==> src/rtl/eth_phy_10g_rx_lock_ctrl.sv <==
// Block-lock controller for the 10G PCS RX path: hunts for 64b/66b sync-header
// alignment by slipping the barrel shifter, then monitors lock quality and BER.
module eth_phy_10g_rx_lock_ctrl #(
    parameter int HDR_WIDTH  = 2,
    parameter int SLIP_WAIT  = 4,
    parameter int BER_WINDOW = 1024,
    parameter int BER_THRESH = 16
) (
    input  logic                 clk,
    input  logic                 rst,
    input  logic [HDR_WIDTH-1:0] i_serdes_rx_hdr,
    input  logic                 i_hdr_valid,
    output logic                 o_bitslip,
    output logic [6:0]           o_slip_offset,
    output logic                 o_block_lock,
    output logic                 o_high_ber,
    output logic [7:0]           o_err_count
);

    localparam int SH_WINDOW  = 64;
    localparam int LOCK_INV   = 16;
    localparam int MAX_OFFSET = 65;
    localparam int WAIT_W     = 4;
    localparam int BER_CNT_W  = $clog2(BER_WINDOW);

    typedef enum logic [1:0] {
        ST_TEST   = 2'd0,
        ST_SLIP   = 2'd1,
        ST_WAIT   = 2'd2,
        ST_LOCKED = 2'd3
    } state_t;

    state_t               state_q, state_d;
    logic [5:0]           sh_cnt_q, sh_cnt_d;
    logic [4:0]           inv_cnt_q, inv_cnt_d;
    logic [WAIT_W-1:0]    wait_cnt_q, wait_cnt_d;
    logic [6:0]           offset_q, offset_d;
    logic [BER_CNT_W-1:0] win_cnt_q, win_cnt_d;
    logic [7:0]           bad_cnt_q, bad_cnt_d;
    logic                 high_ber_q, high_ber_d;
    logic [7:0]           err_cnt_q, err_cnt_d;

    logic       hdr_good;
    logic       hdr_bad;
    logic       ber_active;
    logic [7:0] bad_sat;
    logic [7:0] bad_next;
    logic       ber_hit;

    // A legal sync header has exactly one bit set (01 or 10).
    assign hdr_good = ^i_serdes_rx_hdr;
    assign hdr_bad  = i_hdr_valid && !hdr_good;

    always_ff @(posedge clk or posedge rst) begin
        if (rst) begin
            state_q    <= ST_TEST;
            sh_cnt_q   <= '0;
            inv_cnt_q  <= '0;
            wait_cnt_q <= '0;
            offset_q   <= '0;
            win_cnt_q  <= '0;
            bad_cnt_q  <= '0;
            high_ber_q <= 1'b0;
            err_cnt_q  <= '0;
        end else begin
            state_q    <= state_d;
            sh_cnt_q   <= sh_cnt_d;
            inv_cnt_q  <= inv_cnt_d;
            wait_cnt_q <= wait_cnt_d;
            offset_q   <= offset_d;
            win_cnt_q  <= win_cnt_d;
            bad_cnt_q  <= bad_cnt_d;
            high_ber_q <= high_ber_d;
            err_cnt_q  <= err_cnt_d;
        end
    end

    always_comb begin
        state_d    = state_q;
        sh_cnt_d   = sh_cnt_q;
        inv_cnt_d  = inv_cnt_q;
        wait_cnt_d = wait_cnt_q;

        case (state_q)
            ST_TEST: begin
                if (i_hdr_valid) begin
                    if (!hdr_good) begin
                        state_d = ST_SLIP;
                    end else if (sh_cnt_q == 6'(SH_WINDOW - 1)) begin
                        state_d   = ST_LOCKED;
                        sh_cnt_d  = '0;
                        inv_cnt_d = '0;
                    end else begin
                        sh_cnt_d = sh_cnt_q + 6'd1;
                    end
                end
            end
            ST_SLIP: begin
                state_d    = ST_WAIT;
                sh_cnt_d   = '0;
                inv_cnt_d  = '0;
                wait_cnt_d = '0;
            end
            ST_WAIT: begin
                // Settle time runs on every clock, qualified header or not.
                if (wait_cnt_q == WAIT_W'(SLIP_WAIT - 1)) begin
                    state_d = ST_TEST;
                end else begin
                    wait_cnt_d = wait_cnt_q + 1'b1;
                end
            end
            ST_LOCKED: begin
                if (i_hdr_valid) begin
                    // The 16th bad header beats the end-of-window clear.
                    if (!hdr_good && inv_cnt_q == 5'(LOCK_INV - 1)) begin
                        state_d = ST_SLIP;
                    end else if (sh_cnt_q == 6'(SH_WINDOW - 1)) begin
                        sh_cnt_d  = '0;
                        inv_cnt_d = '0;
                    end else begin
                        sh_cnt_d = sh_cnt_q + 6'd1;
                        if (!hdr_good) begin
                            inv_cnt_d = inv_cnt_q + 5'd1;
                        end
                    end
                end
            end
            default: begin
                state_d = ST_TEST;
            end
        endcase
    end

    // Shadow of the barrel shifter position; it moves when the pulse is consumed.
    always_comb begin
        offset_d = offset_q;
        if (state_q == ST_SLIP) begin
            offset_d = (offset_q == 7'(MAX_OFFSET)) ? 7'd0 : offset_q + 7'd1;
        end
    end

    assign ber_active = (state_q == ST_LOCKED) && (state_d == ST_LOCKED);
    assign bad_sat    = (bad_cnt_q == 8'hFF) ? bad_cnt_q : bad_cnt_q + 8'd1;
    assign bad_next   = hdr_bad ? bad_sat : bad_cnt_q;
    assign ber_hit    = (bad_next >= 8'(BER_THRESH));

    always_comb begin
        win_cnt_d  = win_cnt_q;
        bad_cnt_d  = bad_cnt_q;
        high_ber_d = high_ber_q;
        if (!ber_active) begin
            win_cnt_d  = '0;
            bad_cnt_d  = '0;
            high_ber_d = 1'b0;
        end else if (i_hdr_valid) begin
            if (win_cnt_q == BER_CNT_W'(BER_WINDOW - 1)) begin
                // Flag for the next window reflects only the window just closed.
                win_cnt_d  = '0;
                bad_cnt_d  = '0;
                high_ber_d = ber_hit;
            end else begin
                win_cnt_d  = win_cnt_q + 1'b1;
                bad_cnt_d  = bad_next;
                high_ber_d = high_ber_q || ber_hit;
            end
        end
    end

    always_comb begin
        err_cnt_d = err_cnt_q;
        if (state_q == ST_LOCKED && hdr_bad && err_cnt_q != 8'hFF) begin
            err_cnt_d = err_cnt_q + 8'd1;
        end
    end

    assign o_bitslip     = (state_q == ST_SLIP);
    assign o_block_lock  = (state_q == ST_LOCKED);
    assign o_slip_offset = offset_q;
    assign o_high_ber    = high_ber_q;
    assign o_err_count   = err_cnt_q;

endmodule

==> config.mk <==
export PLATFORM = sky130hd
export DESIGN_NAME = eth_phy_10g_rx_lock_ctrl
export DESIGN_NICKNAME = d
export VERILOG_FILES = /design/src/rtl/eth_phy_10g_rx_lock_ctrl.sv
export SDC_FILE = /design/constraint.sdc
export NUM_CORES = 1
export LEC_CHECK = 0
export CORE_MARGIN = 4
export CORE_UTILIZATION = 62
export DETAILED_ROUTE_END_ITERATION = 6
export HOLD_SLACK_MARGIN = 0.06
export MAX_ROUTING_LAYER = met4
export PLACE_DENSITY_LB_ADDON = 0.3
export SLEW_MARGIN = 20
export SYNTH_ARGS = -nofsm -noshare
export SYNTH_HDL_FRONTEND = slang
export SYNTH_SLANG_ARGS = --single-unit
==> constraint.sdc <==
create_clock -name clk -period 3 [get_ports clk]
set_input_delay 0.3 -clock clk [delete_from_list [all_inputs] [get_ports clk]]
set_output_delay 0.3 -clock clk [all_outputs]
set_load 0.05 [all_outputs]
[Yosys cells after proc, flatten, opt, wreduce, memory -nomap -nowiden]
Cells that the tools add are included.
W data, S select, Z words.
Cells by class
  magnitude comparators: 1
  $add $sub $neg: 7
  reduce and logical (&&, ||, !) cells: 14
  mux-type cells: 35
  equality and inequality tests: 19
Operator list (count)
  $mux W8: 5
  $mux W5: 7
  $mux W10: 3
  $mux W6: 5
  $pmux W6 S3: 1
  $add A8 B1 Y8 const B: 2
  $pmux W5 S3: 1
  $ne A2 B2 Y1 const B: 7
  $mux W2: 6
  $add A10 B1 Y10 const B: 1
  $eq A10 B10 Y1 const B: 1
  $eq A8 B8 Y1 const B: 1
  $ge A8 B5 Y1 const B: 1
  $ne A8 B8 Y1 const B: 1
  $pmux W2 S4: 1
  $pmux W4 S2: 1
  $add A7 B1 Y7 const B: 1
  $eq A7 B7 Y1 const B: 1
  $mux W7: 1
  $reduce_and A7 Y1: 1
  $add A6 B1 Y6 const B: 1
  $eq A2 B2 Y1 const B: 3
  $eq A6 B6 Y1 const B: 1
  $add A5 B1 Y5 const B: 1
  other kinds (16): 22
Word-level totals
  flip-flop bits (word level): 51
  input port bits: 5
  output and inout port bits: 18

[Longest topological paths before layout]
  depth in word-level cells: 9
  gate-level depth with buffers: 8

[Worst setup path after synthesis]
OpenSTA, ideal clock, no wires.
  kind: flip-flop to flip-flop
  from: reg err_cnt_q[4], in the netlist o_err_count[4]
  to: reg err_cnt_q[1], in the netlist o_err_count[1]
  required time: 2.875 ns
  period minus slack after synthesis: 2.030 ns
  arrival time: 1.905 ns
  slack: 0.970 ns
  library setup time: 0.125 ns
  stages on the path, launching flop included: 5
  path buffers: 0
  path through: dfrtp_1 -> and3_1 -> and3_1 -> a311oi_2 -> mux2_2
On the way
  word-level cells in the longest chain between the ends: 2
Ends and longest elaborated chain
  from (decl): line 41  | logic [7:0] err_cnt_q, err_cnt_d;
  from (signal assigned): line 74  | err_cnt_q <= err_cnt_d;
  $ne A8 B8 Y1: line 171  | if (state_q == ST_LOCKED && hdr_bad && err_cnt_q != 8'hFF) begin
  $logic_and A1 B1 Y1: line 171
No other way between the ends.
A chain may end at the register's enable or synchronous reset.

[Final worst setup path]
  from: reg state_q[0]
  to: out o_block_lock
On the way
  word-level cells in the longest chain between the ends: 1
Ends and longest elaborated chain
  from (decl): line 33  | state_t state_q, state_d;
  from (signal assigned): line 66  | state_q <= state_d;
  $eq A2 B2 Y1: line 177  | assign o_block_lock = (state_q == ST_LOCKED);
  to (decl): line 15  | output logic o_block_lock,
No other way between the ends.

==> out/metrics.cfg <==
[synthesis]
synth-main-ff-cell = dfrtp_1
synth_seq_area_share_pct = 46.81
synth.cell_area_um2 = 2726
synthAdderAreaFrac_pct = 4.130
synth_area_per_cell_um2 = 9.668
async_flop_share_pct = 100.0
synth-simple-area-share_pct = 21.39
synthMuxAreaShare_pct = 2.341
synth_top_family_by_area = simple AND/OR/NAND/NOR gates
synthesis.nets = 296
synth-compound-area-share_pct = 14.09
synth_top_cell_by_area = dfrtp_1
yosys_warnings = 0
synth_xor_area_share_pct = 7.664
synth_commonest_cells = 51 x dfrtp_1, 31 x nand2_1, 25 x nor2_1
synth_top_area_share_pct = 46.81
ys_seq_elements = 51
ys_top_cells_by_area = dfrtp_1 47%, nand2_1 4.3%, ha_1 4.1%, xnor2_1 3.5%, xor2_1 3.5%
synth.distinct_cells = 52
synth_edf_count = 0
syn-instance-count = 282
synth_most_common_cell = dfrtp_1

[floorplan]
rows = 23
core_area_um2 = 4115
dieArea_um2 = 5522
die_h_um = 74.31
start_util_pct = 66.25
io-pin-count = 23
die_w_um = 74.31

[clock_network]
cts_setup_buffers = 0
cts_sinks = 51
cts_tree = yes
clk_latency_ps = 300
root_buffer = clkbuf_8
clk_path_buf_depth = 2
cts_hold_buf = 0
numCtsBuffers = 5
cts_htree_levels = 2
clk_pin_slew_ps = 90
ctsResizeCount = 0

[cells_and_area]
area_growth_syn_to_layout_pct = 13.26
final_nets = 321
nFillCells = 292
drive_above_1_share_pct = 8.143
final_util_pct = 75.04
antenna_cells = 0

[detailed_routing]
drt_wl_total_mm = 5.330
first_pass_iters = 4
drt_iter0_drc = 149
ant_nets = 0
vias = 2166
drc = 0
wl_per_cell_um = 14.93
avgViaCountPerCell = 6.067

[worst_hold_path]
min-delay-path-class = primary input to asynchronous set/reset pin

[sta]
finalCriticalPeriod_ps = 2695
setup_viol = 0
fin_setup_tns_ps = 0
layout_worst_path_cycle_share_pct = 89.84
finalMaxSlewViolations = 0
tightest_slew_ps = 845.4
relSlewSlack_pct = 43.57
fmax_mhz = 371.1
finalHoldViolations = 0
rsz0062_at_grt = no
clock-skew-final_ps = 10.65

[global_routing]
antenna_found_initial = 0
grt_pass1_vias = 2086
grt_overflow = 0
grt_max_degree = 52
grt_pass1_wl_mm = 9.204
grt.total_usage_pct = 21.97

[power]
p_leak_uw = 0.001330
power.density_nw_per_um2 = 764.2
ir_worst_vdd_v = 0.0005068

[status]
outcome = finished clean

[setup_path]
startpoint_type = flop
crit_arrival_ps = 2400
cp-startpoint = state_q[0]
worstSetupEndpointType = output port
rr_startpoint = inv_cnt_q[0]
cp_max_fo = 18
path_class = flop to output port
crit_required_ps = 2700

[job]
drv_cap = 0

[placement]
dpl.hpwl_mm = 3.779
place.port_buffers = 22
place_congestion = 0.8698

power breakdown:
part	switching, uW	total, uW	internal [uW]
clock	222	465	244
combinational	564	884	320
sequential	182	1010	829
total	967	2360	1390
through the flow:
stage | std cells | cell area (um^2) | hold slack, ps | setup WS (ps) | power [uW]
after global routing | 357 | 3088 | 519.8 | 179.1 | 2513
final | 357 | 3088 | 465.1 | 304.9 | 2360
after global placement | 350 | 2980 | 460.5 | 617.0 | 1867
after detailed placement | 350 | 2980 | 484.8 | 574.1 | 1903
after CTS | 357 | 3087 | 498.5 | 340.5 | 2366
after floorplan | 282 | 2726 | 448.5 | 970.4 | 1648
per-layer routing:
metal | GRT usage (%) | part of all wire, %
met1 | 27.67 | 47
met3 | 4.595 | 3.1
met4 | 7.312 | 1.0
met2 | 35.53 | 49
met5 | - | 0
registers in the layout, indices dropped and copies added, names as in the netlist:
| signal | cells |
|---|---|
| o_slip_offset | 7 |
| win_cnt_q | 10 |
| sh_cnt_q | 6 |
| wait_cnt_q | 4 |
| state_q | 2 |
| o_err_count | 8 |
| inv_cnt_q | 5 |
| bad_cnt_q | 8 |
| o_high_ber | 1 |
area by class of cell:
type                    instances  area [um^2]  share of cell area [%]
clock inverters                 2        37.54                   1.216
well taps                      50        62.56                   2.026
repair buffers                 24        235.2                   7.618
flip-flops and latches         51         1276                   41.33
multi-input cells             211         1353                   43.80
inverters                      14        55.05                   1.783
clock buffers                   5        68.82                   2.229
cell usage in the layout (no fill, tap or decap), types with 2 or more instances in the layout:
cell type and n:
dfrtp_1 51, a31oi_1 3, mux2_2 3, a41oi_1 2, nand2_1 31, or4_1 3
a211oi_1 2, xnor2_1 11, nand3_1 12, o31ai_1 2, clkbuf_8 5, clkdlybuf4s50_1 22
nor3_1 2, ha_1 9, nand4b_1 2, nor2_1 25, nand3b_1 2, inv_1 11
buf_4 2, clkinv_2 2, a21oi_1 14, and2_1 4, nand4_1 13, xor2_1 11
o21ai_0 19, and3_1 12, mux2i_1 3, o211ai_1 4
worst max-delay path: stages (launching register included):
cell and delay (ps):
dfrtp_1 700, nand2_1 320, inv_1 230, clkdlybuf4s50_1 830
worst paths after layout:
path,to,slack (ps),cells past startpoint
min in group clk,o_err_count[4],490,1
max in group asynchronous,sh_cnt_q[3],2040,2
worst min-delay path,o_slip_offset[5],470,2
worst min register to register,o_err_count[4],490,1
worst max register to register,inv_cnt_q[3],760,8
worst max-delay path,o_block_lock,300,3
cell families (layout without fill, tap and decap cells):
family                   after synthesis  count (layout)
buffers and inverters                 20              45
AND/OR/NAND/NOR                      115             115
XOR/XNOR                              23              23
AO/OA/AOI/OAI                         58              58
multiplexers                           6               6
adder cells (fa/ha/maj)                9               9
flip-flops                            51              51
Power figures use the tool's default switching activity.
